File: config.mk
export PLATFORM = sky130hd
export DESIGN_NAME = dmem_responder
export DESIGN_NICKNAME = d
export VERILOG_FILES = /design/src/rtl/cpu_pkg.sv /design/src/rtl/dmem_array.sv /design/src/rtl/dmem_responder.sv
export SDC_FILE = /design/constraint.sdc
export NUM_CORES = 2
export LEC_CHECK = 0
export CORE_UTILIZATION = 59
export CTS_BUF_LIST = sky130_fd_sc_hd__clkbuf_2 sky130_fd_sc_hd__clkbuf_4 sky130_fd_sc_hd__clkbuf_8
export DETAILED_ROUTE_END_ITERATION = 7
export PLACE_DENSITY_LB_ADDON = 0.08
export SLEW_MARGIN = 20
export SYNTH_ARGS = -nofsm -noshare
export SYNTH_HDL_FRONTEND = slang
export SYNTH_SLANG_ARGS = --single-unit
File: constraint.sdc
create_clock -name CLK -period 4.55 [get_ports CLK]
set_clock_uncertainty 0.2 [all_clocks]
set_input_delay 0.455 -clock CLK [delete_from_list [all_inputs] [get_ports CLK]]
set_output_delay 0.455 -clock CLK [all_outputs]
set_load 0.01 [all_outputs]
File: src/rtl/cpu_pkg.sv
// cpu_pkg: shared cpu opcodes, data width and the dmem responder state encoding.
package cpu_pkg;
  localparam int DATA_W = 16;
  localparam logic [4:0] OP_ADD = 5'b00000;
  localparam logic [4:0] OP_SUB = 5'b00001;
  localparam logic [4:0] OP_AND = 5'b00010;
  localparam logic [4:0] OP_OR  = 5'b00011;
  localparam logic [4:0] OP_XOR = 5'b00100;
  localparam logic [4:0] OP_STW = 5'b10010;
  localparam logic [4:0] OP_LDW = 5'b10011;
  typedef enum logic [1:0] {ST_IDLE, ST_ACCESS, ST_RESP} dmem_state_t;
endpackage

File: src/rtl/dmem_array.sv
// dmem_array: single-port word array, synchronous write, asynchronous read; contents are never reset.
module dmem_array import cpu_pkg::*; #(
  parameter int ADDR_W = 8
) (
  input  logic              CLK,
  input  logic              we,
  input  logic [ADDR_W-1:0] addr,
  input  logic [DATA_W-1:0] wdata,
  output logic [DATA_W-1:0] rdata
);
  logic [DATA_W-1:0] mem [2**ADDR_W];
  always_ff @(posedge CLK)
    if (we) mem[addr] <= wdata;
  assign rdata = mem[addr];
endmodule

File: src/rtl/dmem_responder.sv
// dmem_responder: valid/ready load/store responder with programmable wait states.
// Define DMEM_MMIO_EN to map the top word address onto the mmio_out register.
module dmem_responder import cpu_pkg::*; #(
  parameter int ADDR_W      = 8,
  parameter int WAIT_CYCLES = 1
) (
  input  logic              CLK,
  input  logic              reset,
  input  logic              req_valid,
  output logic              req_ready,
  input  logic [4:0]        req_op,
  input  logic [ADDR_W-1:0] req_addr,
  input  logic [DATA_W-1:0] req_wdata,
  output logic              rsp_valid,
  input  logic              rsp_ready,
  output logic [DATA_W-1:0] rsp_rdata,
  output logic              rsp_err,
  output logic [DATA_W-1:0] mmio_out
);
  localparam logic [3:0] WC = 4'(WAIT_CYCLES);
  dmem_state_t state, state_n;
  logic [3:0] cnt, cnt_n;
  logic [4:0] op;
  logic [ADDR_W-1:0] addr;
  logic [DATA_W-1:0] wdata, mem_rdata, ld_data;
  logic accept, done, fire, is_st, is_ld, mmio_hit, we;
  assign req_ready = state == ST_IDLE;
  assign rsp_valid = state == ST_RESP;
  assign accept = req_valid && req_ready;
  assign done = state == ST_ACCESS && cnt == 4'd0;
  assign fire = rsp_valid && rsp_ready;
  assign is_st = op == OP_STW;
  assign is_ld = op == OP_LDW;
  assign we = done && is_st && !mmio_hit;
`ifdef DMEM_MMIO_EN
  logic [DATA_W-1:0] mmio_q;
  assign mmio_hit = addr == {ADDR_W{1'b1}};
  assign ld_data = mmio_hit ? mmio_q : mem_rdata;
  assign mmio_out = mmio_q;
  always_ff @(posedge CLK or negedge reset)
    if (!reset) mmio_q <= '0;
    else if (done && is_st && mmio_hit) mmio_q <= wdata;
`else
  assign mmio_hit = 1'b0;
  assign ld_data = mem_rdata;
  assign mmio_out = '0;
`endif
  always_comb begin
    state_n = accept ? ST_ACCESS : done ? ST_RESP : fire ? ST_IDLE : state;
    cnt_n = accept ? WC : (state == ST_ACCESS && cnt != 4'd0) ? cnt - 4'd1 : cnt;
  end
  always_ff @(posedge CLK or negedge reset)
    if (!reset) begin
      state <= ST_IDLE;
      cnt <= '0;
    end else begin
      state <= state_n;
      cnt <= cnt_n;
    end
  // request fields only matter once accepted, so they need no reset
  always_ff @(posedge CLK)
    if (accept) begin
      op <= req_op;
      addr <= req_addr;
      wdata <= req_wdata;
    end
  always_ff @(posedge CLK or negedge reset)
    if (!reset) begin
      rsp_rdata <= '0;
      rsp_err <= 1'b0;
    end else if (done) begin
      rsp_rdata <= is_ld ? ld_data : '0;
      rsp_err <= !(is_st || is_ld);
    end else if (fire) begin
      rsp_rdata <= '0;
      rsp_err <= 1'b0;
    end
  dmem_array #(.ADDR_W(ADDR_W)) u_array (
    .CLK(CLK),
    .we(we),
    .addr(addr),
    .wdata(wdata),
    .rdata(mem_rdata)
  );
endmodule
After elaboration in Yosys (flattened, before gate mapping)
Memories as Yosys holds them, arrays and structs flattened. A register that Yosys moved wholly into a read port is not among the register bits.
Index checks and enable logic that the tools add are counted.
W data, S select, Z words.

operators by class
  add/subtract/negate cells = 1
  equality and inequality tests = 4
  multiplexer cells = 13
  reduce and logical (&&, ||, !) cells = 13

operator list
  kind                   count
  $mux W16               3
  $eq A5 B5 Y1 const B   2
  $mux W4                2
  $mux W8                1
  $mux W2                3
  $logic_and A1 B1 Y1    5
  $logic_not A4 Y1       1
  $mux W1                4
  $reduce_bool A2 Y1     2
  $reduce_bool A4 Y1     1
  $sub A4 B1 Y4 const B  1
  $reduce_bool A3 Y1     1
  $eq A2 B1 Y1 const B   1
  $eq A2 B2 Y1 const B   1
  $logic_not A2 Y1       1
  $logic_not A1 Y1       1
  $logic_or A1 B1 Y1     1

word-level totals
  register bits = 52
  RAM bits = 4,096
  input bits = 33
  output and inout bits = 35
  logic and storage cells = 39
  memories kept = 1

memories
  memory       depth  width  read ports  clocked after memory_dff  wr ports  RTL line          text
  u_array.mem  256    16     1           1                         1         dmem_array.sv:11  logic [DATA_W-1:0] mem [2**ADDR_W];

Depth between registers and ports, before layout
  depth after elaboration = 5
  mapped depth = 14
  depth with buffers taken out = 9

Modules after synthesis
From an unflattened synthesis, not the netlist that was laid out.

second synthesis, totals
  cells, all modules = 6,878
  area total of the unflattened synthesis = 157,234.6 um^2

modules (own cells, without submodules)
  module          instances  cells an instance  area an instance (um^2)  seq. area each (um^2)
  dmem_array      1          6,711              155,078.7                122,998.0
  dmem_responder  1          167                2,155.8                  1,446.4

Least setup slack after synthesis
OpenSTA, ideal clock, no wires.

  path type = reg2reg
  from = reg wdata[0]
  to = mem u_array.mem[0][0] (data pin)
  setup time = 0.817 ns
  data arrival time = 3.228 ns
  required time = 3.533 ns
  slack = 0.304 ns
  stages on the path, launching flop included = 1
  buffers on the path = 0
  period minus slack after synthesis = 4.246 ns
  path through = edfxtp_1

RTL lines
  item                    RTL line              text
  start, declared         dmem_responder.sv:25  logic [DATA_W-1:0] wdata, mem_rdata, ld_data;
  start signal, assigned  dmem_responder.sv:65  wdata <= req_wdata;
  end, declared           dmem_array.sv:11

Straight into the memory's write port.

==> PnR_summary.wiki <==
{| class="wikitable"
! Metric !! Value
|-
| Clock tree from TritonCTS || yes
|-
| Routability congestion estimate || 0.898
|-
| Number of nets at the end of the flow || approximately 8,300
|-
| Number of sinks handled by clock tree synthesis || 4,156
|-
| Leakage power || 58.3 nW
|-
| Wire length of the first global-routing pass || just over 600,000 um
|-
| Minimum hold slack || about 0.16 ns
|-
| Number of enable flip-flop cells after synthesis || 4,125
|-
| Synth-to-layout area growth || 13.3%
|-
| Effective utilization at floorplan || between 50% and 60%
|-
| Share of the core filled with cells || between 60 and 70%
|-
| Final Hold Viols || 0
|-
| CTS clock-pin slew for the worst setup and hold paths || approximately 0.06 ns
|-
| Flop pwr share || 48.1%
|-
| Die extent in y || 523 um
|-
| Remaining max-slew budget at the tightest pin || 13.8%
|-
| Clock root cell || clkbuf_8
|-
| Gate power share || a little under a fifth
|-
| DP Worst Slack || 0.0303 ns
|-
| All-layer global routing usage || 32.8%
|-
| Cell Int Power || about 65 mW
|-
| Wire per inst || 36.2 um
|-
| Number of cells produced by synthesis || 7,256
|-
| Number of buffers inserted by post-CTS setup repair || 0
|-
| Most instantiated flip-flop cell in the synthesis netlist || edfxtp_1
|-
| TritonCTS buffer count || 653
|-
| Worst min-delay path class || in2reg
|-
| Final setup slack of the worst path || 0.211 ns
|-
| Synthesis Warnings || 0
|-
| Fraction of layout instances using a drive strength above 1 || approximately a third
|-
| Post-Route WL || 444,000 um
|-
| Status || complete, no violations
|-
| Die X-Extent || 523 um
|-
| Clock latency reported for the late side of the worst-skew pair || 1.20 ns
|-
| Die footprint || 274,000 um^2
|-
| Number of detailed-route iterations in the first pass || 6
|-
| Maxcap violations || 0
|-
| Detail-routed via count per cell || 6.74
|-
| Total number of vias || 82,800
|-
| Achievable Freq || about 0.23 GHz
|-
| Peak supply drop || 0.000379 V
|-
| Floorplan Core Area || 269,000 um^2
|-
| Half-perimeter wire length after detailed placement || 269,000 um
|-
| Vias in the first global route || 82,000
|-
| Fraction of power spent switching nets || 28.0%
|-
| GRT overflow || 0
|-
| Switching power total || roughly 25 mW
|-
| Power density over cell area || 499 nW/um^2
|-
| Clock share of power || approximately a third
|-
| Shortest clock period the worst path allows after layout || 4.34 ns
|-
| Kind of start point of the critical path || register
|-
| Overall power consumption || 90.6 mW
|-
| Number of synthesized register bits || 4,156
|-
| Core Rows || 190
|-
| Number of antenna violations at the first check in global routing || 26
|-
| Final antenna-violating net count || 0
|-
| Mean instance size in the synthesized netlist || 22.1 um^2
|-
| Share of the yosys chip area belonging to registers || 77.7%
|-
| Path type of the worst setup path || reg2reg
|-
| Count of different cell masters after synthesis || 71
|-
| Type of destination of the critical path || register
|-
| Iteration-0 DRC count of the detailed router || 11,300
|-
| Number of buffers between clock root and the deepest sink || 4
|-
| Non-filler cells, final || 12,300
|-
| Maximum fanout count along the critical path || 23
|-
| Worst Tran Pin Value || 1.29 ns
|-
| IO Port Bufs || 51
|-
| Endpoint required time on the critical path || 5.50 ns
|-
| Async SR Flop Fraction || 0.553%
|-
| Number of DRC violations after detailed routing || 0
|-
| Maximum number of pins on one net before global-route repair || about 190
|-
| Placed Cells || 11,100
|-
| Number of ports placed on the die boundary || 68
|-
| Count of final max-slew check failures || 0
|-
| Unrepaired setup endpoints after global routing || no
|-
| Worst EP arrival || around 5.3 ns
|-
| Fin crit share || a little over nine tenths
|-
| Clock H-tree levels || 6
|-
| Final setup violation count || 0
|-
| Cell area after synthesis || 160,000 um^2
|}
## power by group through the flow
stage / registers (mW) / logic, mW / clock network [mW]
final: 43.6 / 16.5 / 30.5
after floorplan: 45.0 / 9.25 / 0
after CTS: 43.6 / 16.3 / 30.9
after detailed placement: 44.4 / 16.3 / 0
after global placement: 44.4 / 16.1 / 0
after global routing: 43.6 / 17.0 / 32.5
## timing repair
item / CTS / global route
endpoints found under the setup margin: 1 / 0
endpoints found under the hold margin: 61 / 0
hold buffers: 33 / 0
resized for setup: 1 / 0
## stage by stage
step           TNS [ns]  area (um^2)
2_1_floorplan         0       160000
3_3_place_gp    -0.0144       169000
3_5_place_dp          0       169000
4_1_cts               0       181000
5_1_grt               0       182000
6_report              0       182000
## cell families (layout without fill, tap and decap cells)
kind of cell | after synthesis | after routing | synth area share, %
DFF | 4156 | 4156 | 77.7
muxes | 1316 | 1316 | 15.8
and+or+nand+nor | 747 | 747 | 2.04
AOI/OAI and AO/OA | 591 | 591 | 2.60
buffers and inverters | 440 | 1884 | 1.79
xor gates and xnor gates | 3 | 3 | 0.0164
adders and majority gates | 2 | 2 | 0.0156
other | 1 | 26 | 0.00234
## cell usage in the layout (no fill, tap or decap), types with 12 or more instances in the layout
master and instances:
edfxtp_1 4125, mux4_2 962, clkbuf_8 660, buf_4 571, mux2i_1 325, nor2_1 221, nand2_1 206, clkbuf_4 203
clkinv_1 145, a21oi_1 120, o221ai_1 105, o22ai_1 85, nor2_2 82, buf_12 81, a22oi_1 75, nor3_1 68
clkinv_2 66, clkdlybuf4s50_1 50, o21ai_0 49, nand3_1 40, a211oi_1 32, dlygate4sd3_1 32, mux2_2 25, nor2b_1 25
dfrtp_1 23, a221oi_1 19, nor4_1 17, a22o_1 17, conb_1 16, inv_6 16, a31oi_1 15, nand2b_1 14
inv_8 14, nand4_1 12, inv_12 12
## layout make-up
cell class / instances / area [um^2]
flip-flops and latches: 4156 / 125000
fillers: 17200 / 87600
multi-input cells: 2675 / 33200
clock buffers: 863 / 10600
repair buffers: 736 / 6760
well taps: 3552 / 4440
clock inverters: 277 / 1860
inverters: 8 / 42.5
diodes: 10 / 25.0
## cells in the mapped netlist, drive strengths merged, types with 29 or more instances
library cell / n / share of area [%]
clkbuf: 128 / 0.30
a21oi: 120 / 0.37
nand2: 210 / 0.49
o22ai: 85 / 0.33
a22oi: 76 / 0.36
o221ai: 105 / 0.57
buf: 304 / 1.5
mux2i: 325 / 2.0
nor2b: 29 / 0.11
nand3: 46 / 0.14
edfxtp: 4125 / 77
nor2: 304 / 0.71
nor3: 69 / 0.22
o21ai: 50 / 0.16
mux4: 966 / 14
a211oi: 32 / 0.15
## critical path: stages, from the launching register on
cell and delay (ns):
dfxtp_4 0.62, buf_12 0.26, buf_4 0.43, buf_4 0.32, mux4_2 0.28, a211oi_1 0.06, nor4_1 0.83, a31oi_1 0.31
a32oi_1 0.69, a22o_1 0.22
## path summary, 6_finish.rpt
path / from / cells after the start / to / slack (ns)
setup reg to reg: register / 9 / rsp_rdata[15] / 0.21
hold / removal: req_wdata[3] / 2 / wdata[3] / 0.16
max in group asynchronous: reset / 4 / rsp_rdata[11] / 3.69
hold reg to reg: rsp_rdata[3] / 1 / rsp_rdata[3] / 0.33
setup / recovery: register / 9 / rsp_rdata[15] / 0.21
min in group asynchronous: reset / 4 / rsp_rdata[10] / 0.24
## layer usage
layer	routed length, um	track usage (%)
met4	20500	14.4
met2	207000	49.7
met5	121	0
met3	48500	7.14
met1	168000	46.6
## registers in the layout, indices dropped and copies added, names as in the netlist, named ones only
| name | cells |
|---|---|
| addr | 8 |
| cnt | 4 |
| op | 5 |
| rsp_err | 1 |
| rsp_rdata | 16 |
| state | 2 |
| u_array.mem | 4096 |
| wdata | 16 |
Note: power is estimated with default switching activity, not from simulation.
